### config.mk
export PLATFORM = sky130hd
export DESIGN_NAME = showdown_scheduler
export DESIGN_NICKNAME = d
export VERILOG_FILES = /design/src/rtl/poker_pkg.sv /design/src/rtl/hand_score_cmp.sv /design/src/rtl/showdown_scheduler.sv
export SDC_FILE = /design/constraint.sdc
export NUM_CORES = 1
export LEC_CHECK = 0
export BUFFER_PORTS_ARGS = -buffer_cell sky130_fd_sc_hd__buf_4
export CORE_UTILIZATION = 48
export CTS_CLUSTER_SIZE = 16
export DETAILED_ROUTE_END_ITERATION = 12
export MAX_ROUTING_LAYER = met4
export PLACE_DENSITY = 0.75
export SETUP_SLACK_MARGIN = 0.4
export SYNTH_ARGS = -nofsm -noshare
export SYNTH_HDL_FRONTEND = slang
export SYNTH_SLANG_ARGS = --single-unit
### constraint.sdc
create_clock -name clk -period 1.8 [get_ports clk]
set_input_delay 0.09 -clock clk [delete_from_list [all_inputs] [get_ports clk]]
set_output_delay 0.09 -clock clk [all_outputs]
set_load 0.02 [all_outputs]
### src/rtl/poker_pkg.sv
// poker_pkg: card format, score width and showdown FSM states shared by poker blocks
package poker_pkg;
  localparam int CARD_W   = 6;
  localparam int NUM_W    = 4;
  localparam int FLOWER_W = 2;
  localparam int SCORE_W  = 5;
  localparam int HOLE_W   = 2 * CARD_W;
  localparam int COMM_W   = 5 * CARD_W;
  localparam logic [NUM_W-1:0] ACE_NUM  = 4'd0;
  localparam logic [NUM_W-1:0] ACE_RANK = 4'd13;

  typedef enum logic [1:0] {IDLE, DRIVE, SAMPLE, DONE} showdown_state_t;

  function automatic logic [NUM_W-1:0] card_num(input logic [CARD_W-1:0] c);
    return c[CARD_W-1:FLOWER_W];
  endfunction

  function automatic logic [FLOWER_W-1:0] card_flower(input logic [CARD_W-1:0] c);
    return c[FLOWER_W-1:0];
  endfunction

  // Ace is stored as 0 but outranks the King, so it is promoted for comparisons
  function automatic logic [NUM_W-1:0] card_rank(input logic [CARD_W-1:0] c);
    return (card_num(c) == ACE_NUM) ? ACE_RANK : card_num(c);
  endfunction
endpackage

### src/rtl/hand_score_cmp.sv
// hand_score_cmp: unsigned compare of a candidate score against the running best
module hand_score_cmp
  import poker_pkg::*;
(
  input  logic [SCORE_W-1:0] score,
  input  logic [SCORE_W-1:0] best,
  output logic               gt,
  output logic               eq
);
  assign gt = score > best;
  assign eq = score == best;
endmodule

### src/rtl/showdown_scheduler.sv
// showdown_scheduler: walks active seats through one shared flush evaluator and
// reports the best {flush, high card} score, its lowest-indexed holder and ties.
module showdown_scheduler
  import poker_pkg::*;
#(
  parameter int NUM_PLAYERS = 4,
  parameter int IDX_W       = $clog2(NUM_PLAYERS)
) (
  input  logic                         clk,
  input  logic                         rst_n,
  input  logic                         start,
  input  logic [HOLE_W*NUM_PLAYERS-1:0] hole_cards,
  input  logic [COMM_W-1:0]            community_cards,
  input  logic [NUM_PLAYERS-1:0]       active,
  output logic [HOLE_W-1:0]            eval_hole_cards,
  output logic [COMM_W-1:0]            eval_community_cards,
  input  logic                         eval_is_flush,
  input  logic [NUM_W-1:0]             eval_flush_max_num,
  output logic                         busy,
  output logic                         done,
  output logic [IDX_W-1:0]             winner,
  output logic                         winner_valid,
  output logic                         tie,
  output logic                         best_is_flush,
  output logic [NUM_W-1:0]             best_max_num
);
  showdown_state_t                     state_q, state_d;
  logic [IDX_W-1:0]                    ptr_q, ptr_d, win_q, win_d, winner_q, winner_d;
  logic [NUM_PLAYERS-1:0][HOLE_W-1:0]  snap_hole_q, snap_hole_d;
  logic [COMM_W-1:0]                   snap_comm_q, snap_comm_d, eval_comm_q, eval_comm_d;
  logic [NUM_PLAYERS-1:0]              snap_act_q, snap_act_d;
  logic [HOLE_W-1:0]                   eval_hole_q, eval_hole_d;
  logic [SCORE_W-1:0]                  best_q, best_d, score, res_best_q, res_best_d;
  logic                                tie_q, tie_d, found_q, found_d;
  logic                                res_tie_q, res_tie_d, res_valid_q, res_valid_d;
  logic                                gt, eq, last;

  assign score = eval_is_flush ? {1'b1, eval_flush_max_num} : '0;
  assign last  = ptr_q == IDX_W'(NUM_PLAYERS - 1);

  hand_score_cmp u_cmp (
    .score(score),
    .best (best_q),
    .gt   (gt),
    .eq   (eq)
  );

  always_comb begin
    state_d     = state_q;
    ptr_d       = ptr_q;
    snap_hole_d = snap_hole_q;
    snap_comm_d = snap_comm_q;
    snap_act_d  = snap_act_q;
    eval_hole_d = eval_hole_q;
    eval_comm_d = eval_comm_q;
    best_d      = best_q;
    win_d       = win_q;
    tie_d       = tie_q;
    found_d     = found_q;
    case (state_q)
      IDLE: if (start) begin
        snap_hole_d = hole_cards;
        snap_comm_d = community_cards;
        snap_act_d  = active;
        ptr_d       = '0;
        best_d      = '0;
        win_d       = '0;
        tie_d       = 1'b0;
        found_d     = 1'b0;
        state_d     = DRIVE;
      end
      DRIVE: if (snap_act_q[ptr_q]) begin
        eval_hole_d = snap_hole_q[ptr_q];
        eval_comm_d = snap_comm_q;
        state_d     = SAMPLE;
      end else begin
        state_d = last ? DONE : DRIVE;
        ptr_d   = last ? ptr_q : ptr_q + 1'b1;
      end
      SAMPLE: begin
        if (!found_q || gt) begin
          best_d = score;
          win_d  = ptr_q;
          tie_d  = 1'b0;
        end else if (eq) begin
          tie_d = 1'b1;
        end
        found_d = 1'b1;
        state_d = last ? DONE : DRIVE;
        ptr_d   = last ? ptr_q : ptr_q + 1'b1;
      end
      default: state_d = IDLE;
    endcase
  end

  // results are captured from the post-update running values on the edge entering DONE
  always_comb begin
    winner_d    = winner_q;
    res_best_d  = res_best_q;
    res_tie_d   = res_tie_q;
    res_valid_d = res_valid_q;
    if (state_d == DONE && state_q != DONE) begin
      winner_d    = win_d;
      res_best_d  = best_d;
      res_tie_d   = tie_d;
      res_valid_d = found_d;
    end
  end

  always_ff @(posedge clk or negedge rst_n) begin
    if (!rst_n) begin
      state_q     <= IDLE;
      ptr_q       <= '0;
      snap_hole_q <= '0;
      snap_comm_q <= '0;
      snap_act_q  <= '0;
      eval_hole_q <= '0;
      eval_comm_q <= '0;
      best_q      <= '0;
      win_q       <= '0;
      tie_q       <= 1'b0;
      found_q     <= 1'b0;
      winner_q    <= '0;
      res_best_q  <= '0;
      res_tie_q   <= 1'b0;
      res_valid_q <= 1'b0;
    end else begin
      state_q     <= state_d;
      ptr_q       <= ptr_d;
      snap_hole_q <= snap_hole_d;
      snap_comm_q <= snap_comm_d;
      snap_act_q  <= snap_act_d;
      eval_hole_q <= eval_hole_d;
      eval_comm_q <= eval_comm_d;
      best_q      <= best_d;
      win_q       <= win_d;
      tie_q       <= tie_d;
      found_q     <= found_d;
      winner_q    <= winner_d;
      res_best_q  <= res_best_d;
      res_tie_q   <= res_tie_d;
      res_valid_q <= res_valid_d;
    end
  end

  assign busy                 = state_q != IDLE;
  assign done                 = state_q == DONE;
  assign winner               = winner_q;
  assign winner_valid         = res_valid_q;
  assign tie                  = res_tie_q;
  assign best_is_flush        = res_best_q[SCORE_W-1];
  assign best_max_num         = res_best_q[NUM_W-1:0];
  assign eval_hole_cards      = eval_hole_q;
  assign eval_community_cards = eval_comm_q;
endmodule
==> results of run 1 <==
state kept, by name, indices dropped and copies added, names as in the netlist:
signal                cells
snap_hole_q              48
eval_community_cards     30
snap_comm_q              30
eval_hole_cards          12
best_q                    5
res_best_q                5
snap_act_q                4
ptr_q                     2
state_q                   2
win_q                     2
winner                    2
found_q                   1
tie                       1
tie_q                     1
winner_valid              1
critical path, stage by stage (launching register included):
cell,delay (ns)
dfrtp_1,0.44
mux4_2,0.58
nor3b_2,0.18
a211oi_2,0.19
o21bai_2,0.12
buf_6,0.16
mux2_4,0.30
routing by layer:
layer / vias up / part of all wire
met2: 284 / 0.53
met3: 116 / 0.062
met1: 2710 / 0.35
met4: 0 / 0.062
met5: - / 0
li1: 2182 / -
cell families (layout without fill, tap and decap cells):
logic type,count (synthesis),in the layout,synth area share
buffers and inverters,32,359,0.02353
AOI/OAI and AO/OA,24,24,0.03294
muxes,119,119,0.2512
DFF,146,146,0.5974
adders and majority gates,10,10,0.02046
and+or+nand+nor,113,115,0.07447
repair_timing:
action | in CTS | in global routing
gates resized for setup | 151 | 86
pin swaps | 66 | 37
setup buffers | 30 | 7
endpoints found under the hold margin | 129 | 0
gates cloned | 20 | 0
hold buffers | 84 | 0
setup endpoints to repair | 147 | 148
power by group:
part | internal [mW] | switching (mW) | leakage (nW) | total, mW
Sequential | 4.92 | 1.57 | 1.78 | 6.49
Clock | 2.34 | 1.43 | 0.299 | 3.76
Combinational | 6.72 | 5.18 | 3.51 | 11.9
stage by stage:
stage	cells	utilization	instance area, µm²	total power [mW]
after floorplan	444	-	6660	11.06
after global placement	769	0.6509	7949	12.87
after detailed placement	769	0.6509	7949	13.22
after CTS	934	0.8717	10650	20.09
after global routing	941	0.9036	11030	22.85
final	941	0.9036	11030	22.16
cell type report:
| type | instances | area, µm² | area share |
|---|---|---|---|
| Sequential cell | 146 | 3654 | 0.3311 |
| Timing Repair Buffer | 317 | 3263 | 0.2957 |
| Multi-Input combinational cell | 268 | 3246 | 0.2941 |
| Clock buffer | 20 | 446.7 | 0.04048 |
| Tap cell | 168 | 210.2 | 0.01905 |
| Clock inverter | 11 | 161.4 | 0.01463 |
| Inverter | 11 | 53.80 | 0.004876 |
synthesized netlist by cell type:
library cell	n
ha_1	10
mux4_2	8
a211o_1	1
dfrtp_1	146
mux2i_1	2
a22o_1	6
a32o_1	1
a2111oi_4	1
buf_4	1
mux4_1	5
nand3_1	2
nor3b_1	1
a21oi_1	4
and2_1	3
a21o_1	1
a41o_1	1
a211oi_2	1
nand2_1	97
clkbuf_1	14
mux2_4	9
mux2_1	1
mux2_2	94
a31oi_1	2
o21bai_1	2
o21ai_0	2
nand4_1	1
nor2b_1	2
nand2b_1	1
buf_2	4
o21a_1	2
nand2_4	1
inv_2	1
buf_6	2
nor2_1	5
inv_1	10
path summary, 6_finish.rpt:
check | endpoint | slack (ns) | depth (start not counted)
worst min-delay path | best_q[4] | 0.09 | 3
worst min register to register | eval_community_cards[5] | 0.51 | 2
min in group asynchronous | best_q[1] | 0.18 | 2
worst max-delay path | winner[0] | -0.30 | 6
max in group asynchronous | eval_hole_cards[6] | 0.93 | 3
worst max register to register | winner[0] | -0.30 | 6
==> qor.csv, run 1 <==
metric,value,unit
tns,-8.809,ns
grt_pass1_vias,5862,
use_met1,0.3871,
n_antenna_cell,0,
startpoint,ptr_q[0],
ys_seq_elements,146,
die_w,114.9,µm
hold_viol_final,0,
yosys.area.top_type,dfrtp_1,
synthesis.area,6116,µm²
syn_inst,444,
final.setup.worst_slack,-0.3032,ns
grt_pass1_wl,33.24,mm
p_leak,5.582,nW
required,2.11,ns
via_count,5292,
yosysSeqAreaShare,0.5974,
mostFrequentLayoutCell,buf_4,
drt-wirelength-per-cell,26.41,µm
ant_nets,0,
drt_iter0_drc,361,
grt_use_total,0.3613,
gp_congestion,0.7959,
die_h,114.9,µm
cts_root_buf,clkbuf_16,
clk_pin_slew,0.06,ns
synth_nets,544,
path_max_fanout,5,
maxCapViolations,0,
r2r-start,ptr_q[0],
period_share,1.168,
clkLatencyLatePin,0.43,ns
outcome,finished with violations,
crit_path_start_kind,flop,
crit_arrival,2.41,ns
skew,0.009817,ns
p_per_area,2008,nW/µm²
antenna_found_initial,0,
holdWs,0.08952,ns
max_freq,0.4755,GHz
core_area,12210,µm²
pin_count,143,
fill_cells,466,
met3_usage,0.07696,
clk_path_buf_depth,2,
detail_route.wirelength,24.86,mm
synth.distinct_cells,35,
use_met2,0.6293,
grt_max_degree,55,
slew_viol_final,0,
initial_utilization,0.5008,
path_class,reg2reg,
post-route-min-period,2.103,ns
layout.nets,861,
busiest_layer,met2,
cts_max_level,4,
firstDrtPassIters,5,
hpwl,9.580,mm
synth_top_area_share,0.5974,
drc,0,
drive_gt1_frac,0.6313,
peakVddDrop,0.9094,mV
hp-class,in2reg,
dieArea,13200,µm²
vias_per_cell,5.624,
row_count,40,
cts_buffers,17,
place.port_buffers,142,
layout_common_cells,"buf_4, dfrtp_1, mux2_4",
syn2layout_area_growth,80.42,%
pre_cts_ws,-0.2504,ns
tightest_slew,0.5152,ns
synth_area_leaders,"dfrtp_1, mux2_2, nand2_1",
rsz0062_at_grt,yes,
grt_overflow_total,0,
clock-sinks,146,
hold_start,eval_is_flush,
synth_area_per_cell,13.77,µm²
ys.warnings.count,0,
finalSetupViolations,57,
cts_tree,done,
end_kind,flop,
violations,negative setup slack,
slew_headroom,0.6565,
Power figures use the tool's default switching activity.
==> run 2, diff against run 1 <==
--- a/config.mk
+++ b/config.mk
@@ -6,6 +6,7 @@
 export NUM_CORES = 1
 export LEC_CHECK = 0
 export BUFFER_PORTS_ARGS = -buffer_cell sky130_fd_sc_hd__buf_4
+export CAP_MARGIN = 20
 export CORE_UTILIZATION = 48
 export CTS_CLUSTER_SIZE = 16
 export DETAILED_ROUTE_END_ITERATION = 12
@@ -15,3 +16,4 @@
 export SYNTH_ARGS = -nofsm -noshare
 export SYNTH_HDL_FRONTEND = slang
 export SYNTH_SLANG_ARGS = --single-unit
+export TNS_END_PERCENT = 1
==> run 2 against run 1 <==
Effect of this change: sequential cell count unchanged; highest routed layer unchanged; largest power group unchanged; setup slack improved by 0.13 ns; global-route usage is 9.3 points lower; combinational power decreased by 32%; clock power shrank 3%; the flow still finishes with violations (negative setup slack); critical endpoint is now res_best_q[1]; design area is 12% lower; largest cell class unchanged; first-iteration DRC count shrank 16%.
==> qor.csv, run 2 (synthesized netlist as in run 1, its figures left out) <==
metric,value,unit
outcome,finished with violations,
violations,negative setup slack,
period_share,1.095,
grt_overflow_total,0,
grt_pass1_wl,25.59,mm
holdWs,0.08601,ns
end_kind,flop,
die_h,114.9,µm
maxCapViolations,0,
worstSetupEndpoint,res_best_q[1],
drive_gt1_frac,0.4833,
final.setup.worst_slack,-0.1706,ns
path_class,reg2reg,
core_area,12210,µm²
layout_common_cells,"buf_4, dfrtp_1, nand2_1",
via_count,4518,
clkLatencyLatePin,0.42,ns
crit_arrival,2.27,ns
ant_nets,0,
drt-wirelength-per-cell,18.30,µm
rrSetupSlack,-0.17,ns
die_w,114.9,µm
antenna_found_initial,0,
clk_pin_slew,0.06,ns
r2r-start,ptr_q[0],
fin_area,9662,µm²
largest_register_ffs,48,
layout.nets,805,
n_antenna_cell,0,
fin_cells,886,
vias_per_cell,5.099,
required,2.10,ns
cts_root_buf,clkbuf_16,
drc,0,
crit_path_start_kind,flop,
slew_viol_final,0,
cts_buffers,17,
detail_route.wirelength,16.21,mm
pin_count,143,
grt_use_total,0.2683,
gp_congestion,0.8587,
p_clk_frac,0.207,
peakVddDrop,1.129,mV
rsz0062_at_grt,yes,
clk_path_buf_depth,2,
hold_viol_final,0,
sequentialPowerShare,0.336,
p_leak,4.845,nW
grt_max_degree,47,
drt_iter0_drc,303,
fill_cells,706,
place_area,7592,µm²
place.port_buffers,142,
skew,0.007748,ns
tightest_slew,0.4221,ns
initial_utilization,0.5008,
slew_headroom,0.7186,
p_comb_frac,0.457,
top_register,snap_hole_q,
hpwl,8.836,mm
intPower,11.79,mW
startpoint,ptr_q[0],
mostFrequentLayoutCell,buf_4,
p_per_area,1823,nW/µm²
swShare,0.3308,
reg2reg_depth,6,
dieArea,13200,µm²
path_max_fanout,5,
cts_tree,done,
worst_r2r_endpoint,res_best_q[1],
syn2layout_area_growth,57.98,%
finalSetupViolations,10,
hp-class,in2reg,
clock-sinks,146,
grt_pass1_vias,5042,
netSwitchingPower,5.828,mW
firstDrtPassIters,5,
row_count,40,
post-route-min-period,1.971,ns
max_freq,0.5075,GHz
placed_cells,764,
cts_max_level,4,
## run 2: worst min path at each step
stage | start | to | cells past startpoint | slack (ns)
2_1_floorplan | rst_n | best_q[0] | 0 | -0.21
4_1_cts | eval_flush_max_num[3] | best_q[3] | 3 | 0.06
6_report | eval_flush_max_num[3] | best_q[3] | 3 | 0.09
3_5_place_dp | rst_n | res_best_q[1] | 1 | 0.04
5_1_grt | eval_flush_max_num[3] | best_q[3] | 3 | 0.08
3_3_place_gp | rst_n | res_best_q[2] | 1 | 0.03
## run 2: final cells by class
cell class | count | area [µm²] | area share
multi-input combinational | 266 | 2811 | 0.2910
clock inverter | 9 | 127.6 | 0.01321
sequential | 146 | 3655 | 0.3783
timing repair buffer | 263 | 2326 | 0.2407
inverter | 11 | 43.79 | 0.004533
clock buffer | 23 | 488.0 | 0.05051
tap | 168 | 210.2 | 0.02176
## run 2: critical path, stage by stage, from the launching register on
cell and delay (ns):
dfrtp_1 0.37, mux4_2 0.55, nor3b_4 0.18, a211oi_2 0.16, o21bai_1 0.12, buf_4 0.18, mux2_4 0.29
## run 2: what timing repair did
item	in CTS	in global routing
pin swaps	19	11
buffers inserted	4	2
resized for setup	120	18
endpoints found under the hold margin	207	0
hold buffers	84	0
endpoints found under the setup margin	147	147
gates cloned	0	0
## run 2: power by group through the flow
| stage | sequential (mW) | clock [mW] | combinational (mW) |
|---|---|---|---|
| 6_report | 5.92 | 3.64 | 8.05 |
| 5_1_grt | 6.07 | 3.84 | 8.62 |
| 4_1_cts | 5.81 | 3.69 | 7.79 |
| 3_5_place_dp | 5.78 | 0 | 6.46 |
| 3_3_place_gp | 5.68 | 0 | 6.23 |
| 2_1_floorplan | 6.21 | 0 | 3.69 |
## run 2: metrics by stage
stage / utilization / setup slack, ns / setup TNS [ns] / power, mW
after floorplan: - / -0.1755 / -7.249 / 9.900
after global placement: 0.6217 / -0.2265 / -2.210 / 11.92
after detailed placement: 0.6217 / -0.3196 / -3.383 / 12.24
after CTS: 0.7819 / -0.1516 / -1.450 / 17.29
after global routing: 0.7912 / -0.2830 / -3.502 / 18.53
final: 0.7912 / -0.1706 / -1.629 / 17.62
## run 2: layer usage
metal  GRT usage  vias up  routed length, µm
li1            -     2054                  -
met1      0.2980     2283               6446
met2      0.4659      143               8616
met3     0.06115       38                765
met4      0.1100        0                385
met5           -        -                  0
==> run 3, diff against run 2 <==
--- a/config.mk
+++ b/config.mk
@@ -12,6 +12,7 @@
 export DETAILED_ROUTE_END_ITERATION = 12
 export MAX_ROUTING_LAYER = met4
 export PLACE_DENSITY = 0.75
+export RECOVER_POWER = 50
 export SETUP_SLACK_MARGIN = 0.4
 export SYNTH_ARGS = -nofsm -noshare
 export SYNTH_HDL_FRONTEND = slang
==> run 3 against run 2 <==
Effect of this change: the run still ends with negative setup slack left; first-iteration DRC count up 6.6%; die area unchanged; clock skew up 0.0013 ns; routed wire length up 0.33%; global-route usage unchanged; sequential cell count unchanged; maximum frequency about the same; sequential power about the same; design area down 0.32%; critical path type unchanged; largest power group unchanged; highest routed layer unchanged.
==> qor.csv, run 3 (synthesized netlist as in run 1, its figures left out) <==
metric,value,unit
startpoint,best_q[1],
worst_r2r_endpoint,winner[1],
drive_gt1_frac,0.4833,
hold_viol_final,0,
maxCapViolations,0,
grt_overflow_total,0,
path_max_fanout,7,
drt-wirelength-per-cell,18.36,µm
vias_per_cell,5.132,
p_clk_frac,0.207,
row_count,40,
rrSetupSlack,-0.17,ns
cts_tree,done,
end_kind,flop,
grt_use_total,0.2683,
grt_pass1_vias,5042,
antenna_found_initial,0,
hold_start,eval_flush_max_num[3],
ant_nets,0,
p_leak,4.834,nW
firstDrtPassIters,4,
hold_depth,3,
finalSetupViolations,10,
hp-class,in2reg,
rsz0062_at_grt,yes,
reg2reg_depth,7,
crit_arrival,2.27,ns
outcome,finished with violations,
slew_headroom,0.3099,
holdWs,0.07631,ns
peakVddDrop,1.137,mV
period_share,1.094,
initial_utilization,0.5008,
die_h,114.9,µm
mostFrequentLayoutCell,buf_4,
crit_path_start_kind,flop,
cts_buffers,17,
largest_register_ffs,48,
required,2.10,ns
syn2layout_area_growth,57.47,%
r2r-start,best_q[1],
post-route-min-period,1.970,ns
finalPower,17.62,mW
skew,0.009081,ns
clock-sinks,146,
p_per_area,1830,nW/µm²
path_delay_family,compound AO/OA/AOI/OAI gates,
final.setup.worst_slack,-0.1699,ns
netSwitchingPower,5.840,mW
n_antenna_cell,0,
fill_cells,712,
layout.nets,805,
violations,negative setup slack,
sequentialPowerShare,0.336,
clk_path_buf_depth,2,
dieArea,13200,µm²
placed_cells,764,
pin_count,143,
top_register,snap_hole_q,
path_class,reg2reg,
grt_max_degree,47,
hpwl,8.836,mm
crit_slowest_cell,dfrtp_1,
clkLatencyLatePin,0.42,ns
critPathBufInv,1,
grt_pass1_wl,25.59,mm
path_cells,inv_2 > ha_4 > nand2b_1 > a211o_1 > a41o_4 > a22o_1 > mux2_4,
tightest_slew,1.035,ns
die_w,114.9,µm
slew_viol_final,0,
intPower,11.78,mW
cts_max_level,4,
layout_common_cells,"buf_4, dfrtp_1, nand2_1",
p_comb_frac,0.457,
critPathMaxStageDelay,0.37,ns
drc,0,
cts_root_buf,clkbuf_16,
max_freq,0.5076,GHz
fin_cells,886,
detail_route.wirelength,16.27,mm
swShare,0.3314,
gp_congestion,0.8587,
whs_endpoint,best_q[3],
place.port_buffers,142,
core_area,12210,µm²
clk_pin_slew,0.06,ns
via_count,4547,
drt_iter0_drc,323,
## run 3: changes by cell type in the layout (fill, tap and decap cells not counted), sizes merged
cell    delta
buf        -3
clkbuf     +3
## run 3: repair_timing
| item | in CTS | in global routing |
|---|---|---|
| hold endpoints to repair | 207 | 0 |
| cloned | 0 | 0 |
| setup buffers | 4 | 2 |
| pin swaps | 19 | 11 |
| setup endpoints to repair | 147 | 147 |
| hold buffers | 84 | 0 |
| resized for setup | 120 | 18 |
## run 3: final cells by class
| class | instances | area, µm² | area share |
|---|---|---|---|
| multi-input combinational | 266 | 2811 | 0.2919 |
| clock inverter | 9 | 127.6 | 0.01325 |
| clock buffer | 23 | 488.0 | 0.05067 |
| sequential | 146 | 3655 | 0.3795 |
| tap | 168 | 210.2 | 0.02183 |
| inverter | 11 | 43.79 | 0.004547 |
| timing repair buffer | 263 | 2295 | 0.2383 |
## run 3: how the worst max path moves through the flow
stage	to	slack, ns	cells after the start
2_1_floorplan	res_best_q[0]	-0.18	7
3_3_place_gp	res_best_q[0]	-0.23	7
3_5_place_dp	res_best_q[0]	-0.32	7
4_1_cts	winner_valid	-0.15	6
5_1_grt	res_best_q[1]	-0.28	6
6_report	winner[1]	-0.17	7
## run 3: power groups by stage
stage	Sequential, mW	Clock [mW]	Combinational (mW)
after floorplan	6.21	0	3.69
after global placement	5.68	0	6.23
after detailed placement	5.78	0	6.46
after CTS	5.81	3.69	7.79
after global routing	6.07	3.84	8.61
final	5.92	3.65	8.05
## run 3: per-layer routing
layer,track usage,wire length (µm)
met1,0.2980,6494
met2,0.4659,8685
met3,0.06115,739
met4,0.1100,346
met5,-,0
## run 3: worst reg2reg max path, delay by kind of cell, from the launching register on
kind,cells,cell delay (ns)
AO/OA/AOI/OAI,3,0.86
flip-flops,1,0.37
multiplexers,1,0.27
adder cells (fa/ha/maj),1,0.25
buffers and inverters,1,0.06
AND/OR/NAND/NOR,1,0.05
## run 3: metrics by stage
| step | cell area [µm²] | setup TNS, ns | util | worst slack [ns] |
|---|---|---|---|---|
| after floorplan | 6125 | -7.249 | - | -0.1755 |
| after global placement | 7592 | -2.210 | 0.6217 | -0.2265 |
| after detailed placement | 7592 | -3.383 | 0.6217 | -0.3196 |
| after CTS | 9548 | -1.450 | 0.7819 | -0.1516 |
| after global routing | 9630 | -7.645 | 0.7886 | -0.2830 |
| final | 9630 | -1.625 | 0.7886 | -0.1699 |
